==> src/rtl/video_mode_ctrl.sv <==
// +---------------------------------------------------------------------------+
// | video_mode_ctrl: run-time video timing mode switcher, frame-aligned swaps |
// | Rev 1.0                                                                   |
// +---------------------------------------------------------------------------+
`default_nettype none

module video_mode_ctrl #(
  parameter logic [1:0]  DEFAULT_MODE   = 2'd3,
  parameter logic [3:0]  RST_CYCLES     = 4'd8,
  parameter logic [21:0] TIMEOUT_CYCLES = 22'd2_000_000
) (
  input  logic        clk,
  input  logic        rst,
  input  logic [1:0]  mode_sel,
  input  logic        mode_req,
  input  logic [10:0] h_cnt,
  input  logic [9:0]  v_cnt,
  output logic [10:0] h_visible,
  output logic [10:0] h_front,
  output logic [10:0] h_sync_w,
  output logic [10:0] h_back,
  output logic        h_pol,
  output logic [9:0]  v_visible,
  output logic [9:0]  v_front,
  output logic [9:0]  v_sync_w,
  output logic [9:0]  v_back,
  output logic        v_pol,
  output logic        tim_rst,
  output logic        video_en,
  output logic        busy,
  output logic        mode_ack,
  output logic [1:0]  mode_cur
);

  typedef struct packed {
    logic [10:0] hvis;
    logic [10:0] hfp;
    logic [10:0] hsync;
    logic [10:0] hbp;
    logic        hpol;
    logic [9:0]  vvis;
    logic [9:0]  vfp;
    logic [9:0]  vsync;
    logic [9:0]  vbp;
    logic        vpol;
  } cfg_t;

  typedef enum logic [1:0] {
    IDLE       = 2'd0,
    WAIT_FRAME = 2'd1,
    HOLD       = 2'd2,
    RELEASE    = 2'd3
  } state_t;

  function automatic cfg_t mode_cfg(input logic [1:0] m);
    cfg_t c;
    case (m)
      2'd0:    c = '{11'd640,  11'd16,  11'd96,  11'd48,  1'b0, 10'd480, 10'd10, 10'd2, 10'd33, 1'b0};
      2'd1:    c = '{11'd800,  11'd40,  11'd128, 11'd88,  1'b1, 10'd600, 10'd1,  10'd4, 10'd23, 1'b1};
      2'd2:    c = '{11'd1280, 11'd110, 11'd40,  11'd220, 1'b1, 10'd720, 10'd5,  10'd5, 10'd20, 1'b1};
      default: c = '{11'd1440, 11'd80,  11'd152, 11'd232, 1'b1, 10'd900, 10'd1,  10'd3, 10'd28, 1'b1};
    endcase
    return c;
  endfunction

  state_t      state;
  cfg_t        cfg;
  logic [1:0]  target;
  logic        pend_valid;
  logic [1:0]  pend_mode;
  logic [21:0] tmo_cnt;
  logic [3:0]  hold_cnt;

  logic [10:0] h_last;
  logic [9:0]  v_last;
  logic        frame_end;
  logic        nxt_pend_valid;
  logic [1:0]  nxt_pend_mode;
  logic        chain_switch;

  // Frame end is judged against the configuration currently driving the generator.
  assign h_last    = cfg.hvis + cfg.hfp + cfg.hsync + cfg.hbp - 11'd1;
  assign v_last    = cfg.vvis + cfg.vfp + cfg.vsync + cfg.vbp - 10'd1;
  assign frame_end = (h_cnt == h_last) && (v_cnt == v_last);

  // A request arriving this cycle supersedes the stored one.
  assign nxt_pend_valid = mode_req | pend_valid;
  assign nxt_pend_mode  = mode_req ? mode_sel : pend_mode;
  assign chain_switch   = nxt_pend_valid && (nxt_pend_mode != mode_cur);

  always_ff @(posedge clk) begin
    if (rst) begin
      state      <= IDLE;
      cfg        <= mode_cfg(DEFAULT_MODE);
      mode_cur   <= DEFAULT_MODE;
      target     <= DEFAULT_MODE;
      pend_valid <= 1'b0;
      pend_mode  <= 2'd0;
      tmo_cnt    <= 22'd0;
      hold_cnt   <= 4'd0;
      tim_rst    <= 1'b0;
      video_en   <= 1'b1;
      busy       <= 1'b0;
      mode_ack   <= 1'b0;
    end else begin
      mode_ack <= 1'b0;
      case (state)
        IDLE: begin
          if (mode_req) begin
            if (mode_sel == mode_cur) begin
              mode_ack <= 1'b1;
            end else begin
              target   <= mode_sel;
              busy     <= 1'b1;
              video_en <= 1'b0;
              tmo_cnt  <= 22'd0;
              state    <= WAIT_FRAME;
            end
          end
        end
        WAIT_FRAME: begin
          if (mode_req) begin
            pend_valid <= 1'b1;
            pend_mode  <= mode_sel;
          end
          if (frame_end || (tmo_cnt == TIMEOUT_CYCLES - 22'd1)) begin
            cfg      <= mode_cfg(target);
            mode_cur <= target;
            tim_rst  <= 1'b1;
            hold_cnt <= 4'd1;
            state    <= HOLD;
          end else begin
            tmo_cnt <= tmo_cnt + 22'd1;
          end
        end
        HOLD: begin
          if (mode_req) begin
            pend_valid <= 1'b1;
            pend_mode  <= mode_sel;
          end
          if (hold_cnt == RST_CYCLES) begin
            tim_rst  <= 1'b0;
            video_en <= 1'b1;
            mode_ack <= 1'b1;
            busy     <= chain_switch;
            state    <= RELEASE;
          end else begin
            hold_cnt <= hold_cnt + 4'd1;
          end
        end
        RELEASE: begin
          pend_valid <= 1'b0;
          if (chain_switch) begin
            target   <= nxt_pend_mode;
            busy     <= 1'b1;
            video_en <= 1'b0;
            tmo_cnt  <= 22'd0;
            state    <= WAIT_FRAME;
          end else begin
            busy  <= 1'b0;
            state <= IDLE;
          end
        end
        default: state <= IDLE;
      endcase
    end
  end

  assign h_visible = cfg.hvis;
  assign h_front   = cfg.hfp;
  assign h_sync_w  = cfg.hsync;
  assign h_back    = cfg.hbp;
  assign h_pol     = cfg.hpol;
  assign v_visible = cfg.vvis;
  assign v_front   = cfg.vfp;
  assign v_sync_w  = cfg.vsync;
  assign v_back    = cfg.vbp;
  assign v_pol     = cfg.vpol;

endmodule

`default_nettype wire

==> config.mk <==
export PLATFORM = sky130hd
export DESIGN_NAME = video_mode_ctrl
export DESIGN_NICKNAME = d
export VERILOG_FILES = /design/src/rtl/video_mode_ctrl.sv
export SDC_FILE = /design/constraint.sdc
export NUM_CORES = 1
export LEC_CHECK = 0
export ABC_AREA = 0
export CORE_MARGIN = 3
export CORE_UTILIZATION = 30
export CTS_CLUSTER_SIZE = 40
export DETAILED_ROUTE_END_ITERATION = 6
export PLACE_DENSITY = 0.54
export SLEW_MARGIN = 20
export SYNTH_ARGS = -nofsm -noshare
export SYNTH_HDL_FRONTEND = slang
export SYNTH_SLANG_ARGS = --single-unit
export TNS_END_PERCENT = 20
==> constraint.sdc <==
create_clock -name clk -period 4.48 [get_ports clk]
set_input_delay 0.896 -clock clk [delete_from_list [all_inputs] [get_ports clk]]
set_output_delay 0.896 -clock clk [all_outputs]
set_load 0.01 [all_outputs]
* Word-level counts from Yosys, hierarchy flattened
Cells that the tools add are included.
** Word-level totals
- Bits of input ports :: 26
- Word-level logic and storage cells :: 110
- Bits in registers :: 125
- Output and inout port bits :: 92
** Cells by class
- Bitwise gates (word level) :: 1
- Equal/unequal tests :: 19
- Muxes and demuxes :: 39
- Add/subtract/negate cells :: 10
- Reduce and logical (&&, ||, !) cells :: 20
** Operator list (number)
- $pmux 86 s3 :: 1
- $mux 22 :: 4
- $pmux 22 s3 :: 1
- $add 11x11->11 :: 3
- $add 10x10->10 :: 3
- $add 22x1->22 const B :: 1
- $eq 22x21->1 const B :: 1
- $mux 2 :: 8
- $mux 1 :: 15
- $ne 2x2->1 const B :: 7
- $reduce_and 4->1 :: 3
- $eq 11x11->1 :: 1
- $sub 11x1->11 const B :: 1
- $eq 10x10->1 :: 1
- $reduce_and 5->1 :: 2
- $sub 10x1->10 const B :: 1
- $mux 4 :: 2
- $pmux 2 s4 :: 1
- $pmux 4 s2 :: 1
- $eq 2x2->1 const B :: 3
- $pmux 1 s2 :: 3
- $pmux 1 s3 :: 2
- $reduce_and 3->1 :: 2
- $reduce_bool 2->1 :: 3
- 14 further kinds :: 19

* Logic depth before layout (Yosys ltp)
- Depth in word-level cells :: 9
- Gate-level depth with buffers :: 19
- Depth with buffers taken out :: 17

* Worst setup path before layout
No wires, ideal clock.
- Path kind :: reg-to-reg
- Start :: reg cfg, in the netlist h_front[2]
- End :: reg hold_cnt[3]
- Path slack :: -166 ps
- Path buffers :: 2
- Data arrival time :: 4518 ps
- Stages on the path, launching flop included :: 20
- Data required time :: 4352 ps
- Path through :: dfxtp_1 > inv_1 > ha_1 > inv_1 > fa_1 > inv_1 > fa_1 > inv_1 > ha_1 > fa_1 > xnor3_1 > nand2_1 > nor4_2 > o2111ai_1 > a2111oi_4 > a21boi_1 > buf_2 > buf_2 > o31ai_2 > a21oi_1
** On the way
- Longest elaborated chain between the ends :: 9
** Ends and longest elaborated chain
- start, declared :: RTL line 67 : cfg_t cfg;
- start signal, assigned :: RTL line 94 : cfg <= mode_cfg(DEFAULT_MODE);
- start signal, assigned :: RTL line 127 : cfg <= mode_cfg(target);
- $add 11x11->11 (3 in a row) :: RTL line 82 : assign h_last = cfg.hvis + cfg.hfp + cfg.hsync + cfg.hbp - 11'd1;
- $sub 11x1->11 :: RTL line 82
- $eq 11x11->1 :: RTL line 84 : assign frame_end = (h_cnt == h_last) && (v_cnt == v_last);
- $logic_and 1x1->1 :: RTL line 84
- $logic_or 1x1->1 :: RTL line 126 : if (frame_end || (tmo_cnt == TIMEOUT_CYCLES - 22'd1)) begin
- $ne 2x2->1 (no source line)
- $reduce_and 3->1 (no source line)
- end signal, assigned :: RTL line 148 : hold_cnt <= hold_cnt + 4'd1;
- end, declared :: RTL line 72 : logic [3:0] hold_cnt;
No other way between the ends.
A chain may end at the register's enable or synchronous reset.

* Worst setup path after layout
- Start :: reg cfg, in the netlist h_front[2]
- End :: reg cfg, in the netlist h_visible[5]
** On the way
- Longest elaborated chain between the ends :: 8
** Ends and longest elaborated chain (RTL line)
- $add 11x11->11 (3 in a row) :: 82
- $sub 11x1->11 :: 82
- $eq 11x11->1 :: 84
- $logic_and 1x1->1 :: 84
- $logic_or 1x1->1 :: 126
- $reduce_and 2->1 (no source line)
No other way between the ends.

==> impl_metrics.prom <==
# TYPE chip_impl_metric gauge
chip_impl_info{name="status",value="finished, final reports clean"} 1
chip_impl_info{name="layout.cells.most_common_list",value="sky130_fd_sc_hd__clkdlybuf4s50_1 (76), sky130_fd_sc_hd__inv_1 (54), sky130_fd_sc_hd__ha_1 (54), sky130_fd_sc_hd__dfxtp_1 (50), sky130_fd_sc_hd__conb_1 (41)"} 1
chip_impl_metric{name="yosysSeqAreaShare",unit="%"} 21.0
chip_impl_metric{name="route.detailed.drc",unit=""} 0
chip_impl_metric{name="synth_enable_flop_cells",unit=""} 0
chip_impl_metric{name="worstPathRequired",unit="ns"} 4.67
chip_impl_metric{name="cts_max_level",unit=""} 2
chip_impl_metric{name="chipHeight",unit="um"} 135
chip_impl_metric{name="timing.fmax",unit="MHz"} 225
chip_impl_info{name="tritoncts",value="done"} 1
chip_impl_metric{name="area_taken_by_multi_input_logic_gates",unit="mm^2"} 0.00332
chip_impl_metric{name="first_global_vias",unit=""} 4236
chip_impl_metric{name="grt_use_total",unit="%"} 14.0
chip_impl_metric{name="irDropWorstVdd",unit="uV"} 257
chip_impl_metric{name="num_io_pins",unit=""} 118
chip_impl_metric{name="post_place_instance_area",unit="mm^2"} 0.00579
chip_impl_metric{name="post_synth_num_cell_types",unit=""} 64
chip_impl_info{name="rsz_0062_raised_after_global_routing",value="yes"} 1
chip_impl_metric{name="antenna_violations_before_repair",unit=""} 0
chip_impl_metric{name="clk_pin_slew_worst_paths",unit="ns"} 0.06
chip_impl_metric{name="worst_slew_margin_rel",unit="%"} 36.9
chip_impl_metric{name="route.met2.wl",unit="mm"} 6.32
chip_impl_metric{name="cts_num_sinks",unit=""} 52
chip_impl_metric{name="io_buffers",unit=""} 76
chip_impl_metric{name="ratio_of_final_minimum_period_to_clock_period",unit="%"} 99.3
chip_impl_metric{name="final_design_area_no_fill",unit="mm^2"} 0.00610
chip_impl_metric{name="fp-row-count",unit=""} 46
chip_impl_metric{name="ys.warnings.count",unit=""} 0
chip_impl_info{name="worstSetupPathType",value="register to register"} 1
chip_impl_metric{name="cap_viol_max_count",unit=""} 0
chip_impl_metric{name="p_leak",unit="nW"} 2.52
chip_impl_metric{name="finalCoreUtilization",unit="%"} 38.0
chip_impl_metric{name="finalHoldViolCount",unit=""} 0
chip_impl_metric{name="clock_latency",unit="ns"} 0.29
chip_impl_metric{name="skew",unit="ns"} 0.00617
chip_impl_metric{name="detailroute.via_count",unit=""} 4325
chip_impl_metric{name="tritoncts_buffers",unit=""} 5
chip_impl_metric{name="synth.avg_cell_area",unit="um^2"} 8.17
chip_impl_info{name="crit-reg2reg-launch",value="h_front[2]$_SDFFE_PP0P_"} 1
chip_impl_info{name="critical_path.startpoint",value="h_front[2]$_SDFFE_PP0P_"} 1
chip_impl_metric{name="syn-instance-count",unit=""} 608
chip_impl_metric{name="drt-wirelength-per-cell",unit="um"} 14.5
chip_impl_info{name="timing.critical_path.from_type",value="register"} 1
chip_impl_info{name="cts-root-buf",value="sky130_fd_sc_hd__clkbuf_16"} 1
chip_impl_metric{name="grt_max_degree",unit=""} 42
chip_impl_info{name="ys_dominant_reg_cell",value="sky130_fd_sc_hd__dfxtp_1"} 1
chip_impl_metric{name="layout.area.seq",unit="mm^2"} 0.00104
chip_impl_metric{name="gp_congestion",unit=""} 0.807
chip_impl_metric{name="final_max_tran_viols",unit=""} 0
chip_impl_metric{name="p_per_area",unit="mW/mm^2"} 256
chip_impl_metric{name="dp_hpwl",unit="mm"} 9.84
chip_impl_metric{name="antenna_cells",unit=""} 0
chip_impl_metric{name="vias_per_cell",unit=""} 4.87
chip_impl_metric{name="final_period_minus_worst_setup_slack",unit="ns"} 4.45
chip_impl_metric{name="setup_violations",unit=""} 0
chip_impl_info{name="hp-class",value="register to register"} 1
chip_impl_metric{name="antenna_violating_nets_post_route",unit=""} 0
chip_impl_metric{name="cts.path.max_buffers",unit=""} 2
chip_impl_info{name="layout_commonest_cell",value="sky130_fd_sc_hd__clkdlybuf4s50_1"} 1
chip_impl_metric{name="drt-pass1-iter-count",unit=""} 4
chip_impl_metric{name="core_area",unit="mm^2"} 0.0161
chip_impl_metric{name="ffs_latches_synth",unit=""} 52
chip_impl_metric{name="dr_wl_met3",unit="um"} 586
chip_impl_metric{name="wirelength_met1",unit="mm"} 5.86
chip_impl_metric{name="dieWidth",unit="um"} 135
chip_impl_metric{name="async_flop_share",unit="%"} 0
chip_impl_metric{name="grt_overflow",unit=""} 0
chip_impl_metric{name="mappedNetlistArea",unit="mm^2"} 0.00497
chip_impl_info{name="capturing_element_type_of_the_critical_path",value="register"} 1
chip_impl_metric{name="area_of_the_die",unit="mm^2"} 0.0181
chip_impl_metric{name="fraction_of_layout_instances_using_a_drive_strength_above_1",unit="%"} 11.1
chip_impl_metric{name="grt_first_pass_wirelength",unit="mm"} 21.1
chip_impl_metric{name="worst_pin_slew",unit="ns"} 0.943
chip_impl_metric{name="nets",unit=""} 766
chip_impl_metric{name="cp_max_fo",unit=""} 6
chip_impl_info{name="dr.max_layer_used",value="met4"} 1
chip_impl_info{name="min-delay-start",value="hold_cnt[3]$_SDFFE_PP0P_"} 1
chip_impl_metric{name="area_delta_synth_final",unit="%"} 22.7
chip_impl_metric{name="worstPathArrival",unit="ns"} 4.63
chip_impl_metric{name="start_util",unit="%"} 30.9
chip_impl_metric{name="drtIter0Drc",unit=""} 234
chip_impl_metric{name="wl",unit="mm"} 12.9
chip_impl_metric{name="fillCellCount",unit=""} 1689
chip_impl_metric{name="cts-hold-fix-buffers",unit=""} 0
## registers in the layout, indices dropped and copies added, names as in the netlist
signal	flops
busy	1
h_back	1
h_front	2
h_sync_w	2
h_visible	1
hold_cnt	4
mode_ack	1
mode_cur	2
pend_mode	2
pend_valid	1
state	2
target	2
tim_rst	1
tmo_cnt	22
v_back	4
v_sync_w	2
v_visible	1
video_en	1
## layer usage
| layer | global-route usage, % | up-vias |
|---|---|---|
| li1 | - | 2139 |
| met1 | 18.5 | 2061 |
| met2 | 24.1 | 113 |
| met3 | 1.97 | 12 |
| met4 | 3.34 | 0 |
| met5 | 0 | - |
## cells by family (layout without fill, tap and decap cells)
family | Yosys count | in the layout | synth area share [%]
and+or+nand+nor | 162 | 162 | 17.3
buffers and inverters | 155 | 180 | 17.5
AOI/OAI and AO/OA | 129 | 129 | 17.3
adders and majority gates | 68 | 68 | 18.9
DFF | 52 | 52 | 21.0
xor gates and xnor gates | 35 | 35 | 6.75
muxes | 6 | 6 | 1.23
other | 1 | 41 | 0.0755
## final timing paths
path | to | slack (ns) | cells past startpoint
min | hold_cnt[3]$_SDFFE_PP0P_ | 0.50 | 2
max reg2reg | h_visible[5]$_SDFFE_PP1P_ | 0.03 | 18
max | h_visible[5]$_SDFFE_PP1P_ | 0.03 | 18
min reg2reg | hold_cnt[3]$_SDFFE_PP0P_ | 0.50 | 2
## where the power goes
group	leakage, nW	switching (mW)	internal, mW
registers	0.421	0.0362	0.501
logic	2.03	0.397	0.234
clock network	0.0712	0.169	0.223
## final cells by class
cell class	count	area share, %
multi-input combinational	441	54.5
timing repair buffer	113	17.9
sequential	52	17.1
tap	216	4.43
inverter	59	3.63
clock buffer	8	2.40
## cells in the mapped netlist, types with 2 or more instances
| master | instances | area share (%) |
|---|---|---|
| sky130_fd_sc_hd__o311ai_1 | 5 | 0.88 |
| sky130_fd_sc_hd__nand4_1 | 12 | 1.5 |
| sky130_fd_sc_hd__a31oi_1 | 5 | 0.63 |
| sky130_fd_sc_hd__ha_1 | 56 | 14 |
| sky130_fd_sc_hd__dfxtp_1 | 52 | 21 |
| sky130_fd_sc_hd__inv_1 | 58 | 4.4 |
| sky130_fd_sc_hd__o21ai_1 | 2 | 0.20 |
| sky130_fd_sc_hd__mux2i_1 | 5 | 1.0 |
| sky130_fd_sc_hd__a21boi_1 | 2 | 0.30 |
| sky130_fd_sc_hd__a41oi_1 | 2 | 0.35 |
| sky130_fd_sc_hd__o22ai_1 | 3 | 0.38 |
| sky130_fd_sc_hd__nor2_1 | 27 | 2.0 |
| sky130_fd_sc_hd__nand2_1 | 30 | 2.3 |
| sky130_fd_sc_hd__buf_4 | 73 | 11 |
| sky130_fd_sc_hd__and2_1 | 5 | 0.63 |
| sky130_fd_sc_hd__nand3_1 | 35 | 3.5 |
| sky130_fd_sc_hd__o21ai_0 | 28 | 2.8 |
| sky130_fd_sc_hd__nand2b_1 | 4 | 0.50 |
| sky130_fd_sc_hd__or4_1 | 6 | 0.91 |
| sky130_fd_sc_hd__a21oi_1 | 31 | 3.1 |
| sky130_fd_sc_hd__o21bai_1 | 2 | 0.30 |
| sky130_fd_sc_hd__nand4b_1 | 4 | 0.71 |
| sky130_fd_sc_hd__buf_2 | 4 | 0.40 |
| sky130_fd_sc_hd__nand3b_1 | 3 | 0.45 |
| sky130_fd_sc_hd__o211ai_1 | 11 | 1.7 |
| sky130_fd_sc_hd__o31ai_1 | 3 | 0.45 |
| sky130_fd_sc_hd__a211oi_1 | 8 | 1.2 |
| sky130_fd_sc_hd__xor2_1 | 8 | 1.4 |
| sky130_fd_sc_hd__xnor2_1 | 25 | 4.4 |
| sky130_fd_sc_hd__nor4_1 | 5 | 0.63 |
| sky130_fd_sc_hd__and3_1 | 10 | 1.3 |
| sky130_fd_sc_hd__fa_1 | 12 | 4.8 |
| sky130_fd_sc_hd__clkbuf_1 | 17 | 1.3 |
| sky130_fd_sc_hd__o21a_1 | 4 | 0.60 |
| sky130_fd_sc_hd__a21o_1 | 9 | 1.4 |
| sky130_fd_sc_hd__nor3_1 | 8 | 0.81 |
| sky130_fd_sc_hd__nor2b_1 | 4 | 0.50 |
| sky130_fd_sc_hd__or3_1 | 2 | 0.25 |
| sky130_fd_sc_hd__a21oi_2 | 3 | 0.53 |
## repair_timing
| action | CTS | global route |
|---|---|---|
| resized for setup | 4 | 26 |
| endpoints found under the hold margin | 0 | 0 |
| gates cloned | 0 | 1 |
| setup endpoints to repair | 24 | 42 |
| pin swaps | 0 | 6 |
| setup buffers | 1 | 1 |
## stage by stage
step	TNS, ns	setup WS, ns	power (mW)	hold WS (ns)	std cells
CTS	-0.0233	-0.0224	1.52	0.492	887
detailed placement	-0.585	-0.0815	1.13	0.473	878
global route	-1.99	-0.144	1.66	0.523	889
floorplan	0	0.00474	0.947	0.451	648
finish	0	0.0325	1.56	0.497	889
global placement	0	0.0212	1.11	0.465	878
## worst max-delay path: stages, from the launching register on
cell	delay [ns]
sky130_fd_sc_hd__dfxtp_2	0.33
sky130_fd_sc_hd__inv_2	0.05
sky130_fd_sc_hd__ha_4	0.26
sky130_fd_sc_hd__inv_2	0.03
sky130_fd_sc_hd__fa_1	0.49
sky130_fd_sc_hd__inv_1	0.05
sky130_fd_sc_hd__fa_1	0.49
sky130_fd_sc_hd__inv_1	0.04
sky130_fd_sc_hd__ha_2	0.19
sky130_fd_sc_hd__fa_2	0.53
sky130_fd_sc_hd__xnor2_1	0.11
sky130_fd_sc_hd__nand4_1	0.10
sky130_fd_sc_hd__nor4_2	0.29
sky130_fd_sc_hd__o2111ai_2	0.18
sky130_fd_sc_hd__a2111oi_4	0.28
sky130_fd_sc_hd__buf_6	0.19
sky130_fd_sc_hd__a21boi_2	0.09
sky130_fd_sc_hd__or4_1	0.43
sky130_fd_sc_hd__a21o_1	0.19
Power figures use the tool's default switching activity.
==> patch, RTL diff (config.mk and constraints unchanged) <==
Reset style: asynchronous (`rst`), changed in one clocked block.
--- a/src/rtl/video_mode_ctrl.sv
+++ b/src/rtl/video_mode_ctrl.sv
@@ -89,5 +89,5 @@
   assign chain_switch   = nxt_pend_valid && (nxt_pend_mode != mode_cur);
 
-  always_ff @(posedge clk) begin
+  always_ff @(posedge clk or posedge rst) begin
     if (rst) begin
       state      <= IDLE;
Check against the original RTL: differs if rst is asserted again (counterexample within 4 cycles, from zero or initial values and one cycle with rst high); with rst held inactive, the same outputs for 10 cycles.
==> patch against the original RTL <==
- the run now ends with negative setup slack left
- sequential cell count unchanged
- area after synthesis up 1.3%
- setup slack worse by 0.27 ns
- critical endpoint is now hold_cnt[0]
- wire length decreased by 0.59%
- clock power rose by 9.4%
- design area rose by 5.0%
- total power up 17%
- critical path type unchanged
- largest cell class unchanged
==> patch: results (changes against the original RTL) <==
- Leakage: 2.834 nW (+12%)
- DRT iter0 DRCs: 181 (-23%)
- Layout cell share with drive strength beyond 1: 18.54% (+7.4 points)
- Cell count after placement: 861 (-1.9%)
- Top cells by area, synth: dfrtp_1, ha_1, buf_4
- Fin util: 39.59% (+1.6 points)
- Invs w/o clock: 55 (-6.8%)
- Internal cell power: 1.126 mW (+18%)
- Tot GR Track Use: 14.04% (+0.068 points)
- XOR/XNOR Fraction of Synth Area: 6.088% (-0.66 points)
- Cts repair resizes: 33 (+29)
- Repair and plain buffers: 122 (+8.0%)
- Failing checks: negative setup slack
- Peak VDD IR: 247.6 uV (-3.7%)
- Multi-In Gates: 421 (-4.5%)
- First-pass GRT wire length: 21.07 mm (about the same)
- Worst Max-Slew Pin Slew: 0.7842 ns (-0.1587 ns)
- Crit path DAT: 4.89 ns (+0.26 ns)
- Sequential fraction of the synthesis area: 26.12% (+5.2 points)
- Placed cell areas: 5911 um^2 (+2.0%)
- Metal1 wirelength: 5.863 mm (about the same)
- Seq cells: 52 (unchanged)
- Met2 track demand over resource: 24.14% (+0.074 points)
- Clock buf/inv share: 2.541% (+0.14 points)
- Fraction of registers with async set or reset after synthesis: 100.0% (+100 points)
- Crit path from: v_back[3]
- Fraction of area in multi-input gates: 51.79% (-2.7 points)
- Vias in the first global route: 4127 (-2.6%)
- Final setup viols: 27 (+27)
- Max Clock Skew: 0.005864 ns (-0.0003017 ns)
- Met3 Use GR: 1.374% (-0.60 points)
- WL final: 12.84 mm (-0.59%)
- Status: complete, but fails checks
- Post-route setup slack: -0.2376 ns (-0.2702 ns)
- Cells after Synth: 577 (-5.1%)
- Clock share of power: 23.4% (-1.8 points)
- Buffer share of cell area: 17.69% (-0.21 points)
- Netlist cell types: 65 (+1.6%)
- Primary FF master, synth: dfrtp_1
- Pwr Density: 286.2 nW/um^2 (+12%)
- DP Worst Slack: -0.3744 ns (-0.2929 ns)
- Fraction of the mapped netlist area in adder cells: 18.69% (-0.25 points)
patch: cell count changes after synthesis, moves of 6 or more:
cell / delta
nand4_1: -10
nor2_1: -6
nand3_1: -12
a211oi_1: -6
dfstp_2: +11
o211ai_1: -7
dfxtp_1: -52
o21ai_0: +10
dfrtp_1: +41
a21o_1: -6
nand2_1: +18
a21oi_1: -7
patch: critical path, cell delays in order, from the launching register on:
cell      delay (ns)
dfstp_2         0.54
inv_2           0.05
ha_4            0.25
inv_2           0.03
fa_1            0.47
inv_1           0.05
fa_1            0.48
inv_1           0.05
ha_2            0.19
fa_2            0.39
a211oi_4        0.27
buf_6           0.15
o21bai_4        0.06
a21oi_2         0.18
xnor2_2         0.14
nor4_4          0.28
a41oi_2         0.23
and2_4          0.26
or4_1           0.40
o311a_1         0.13
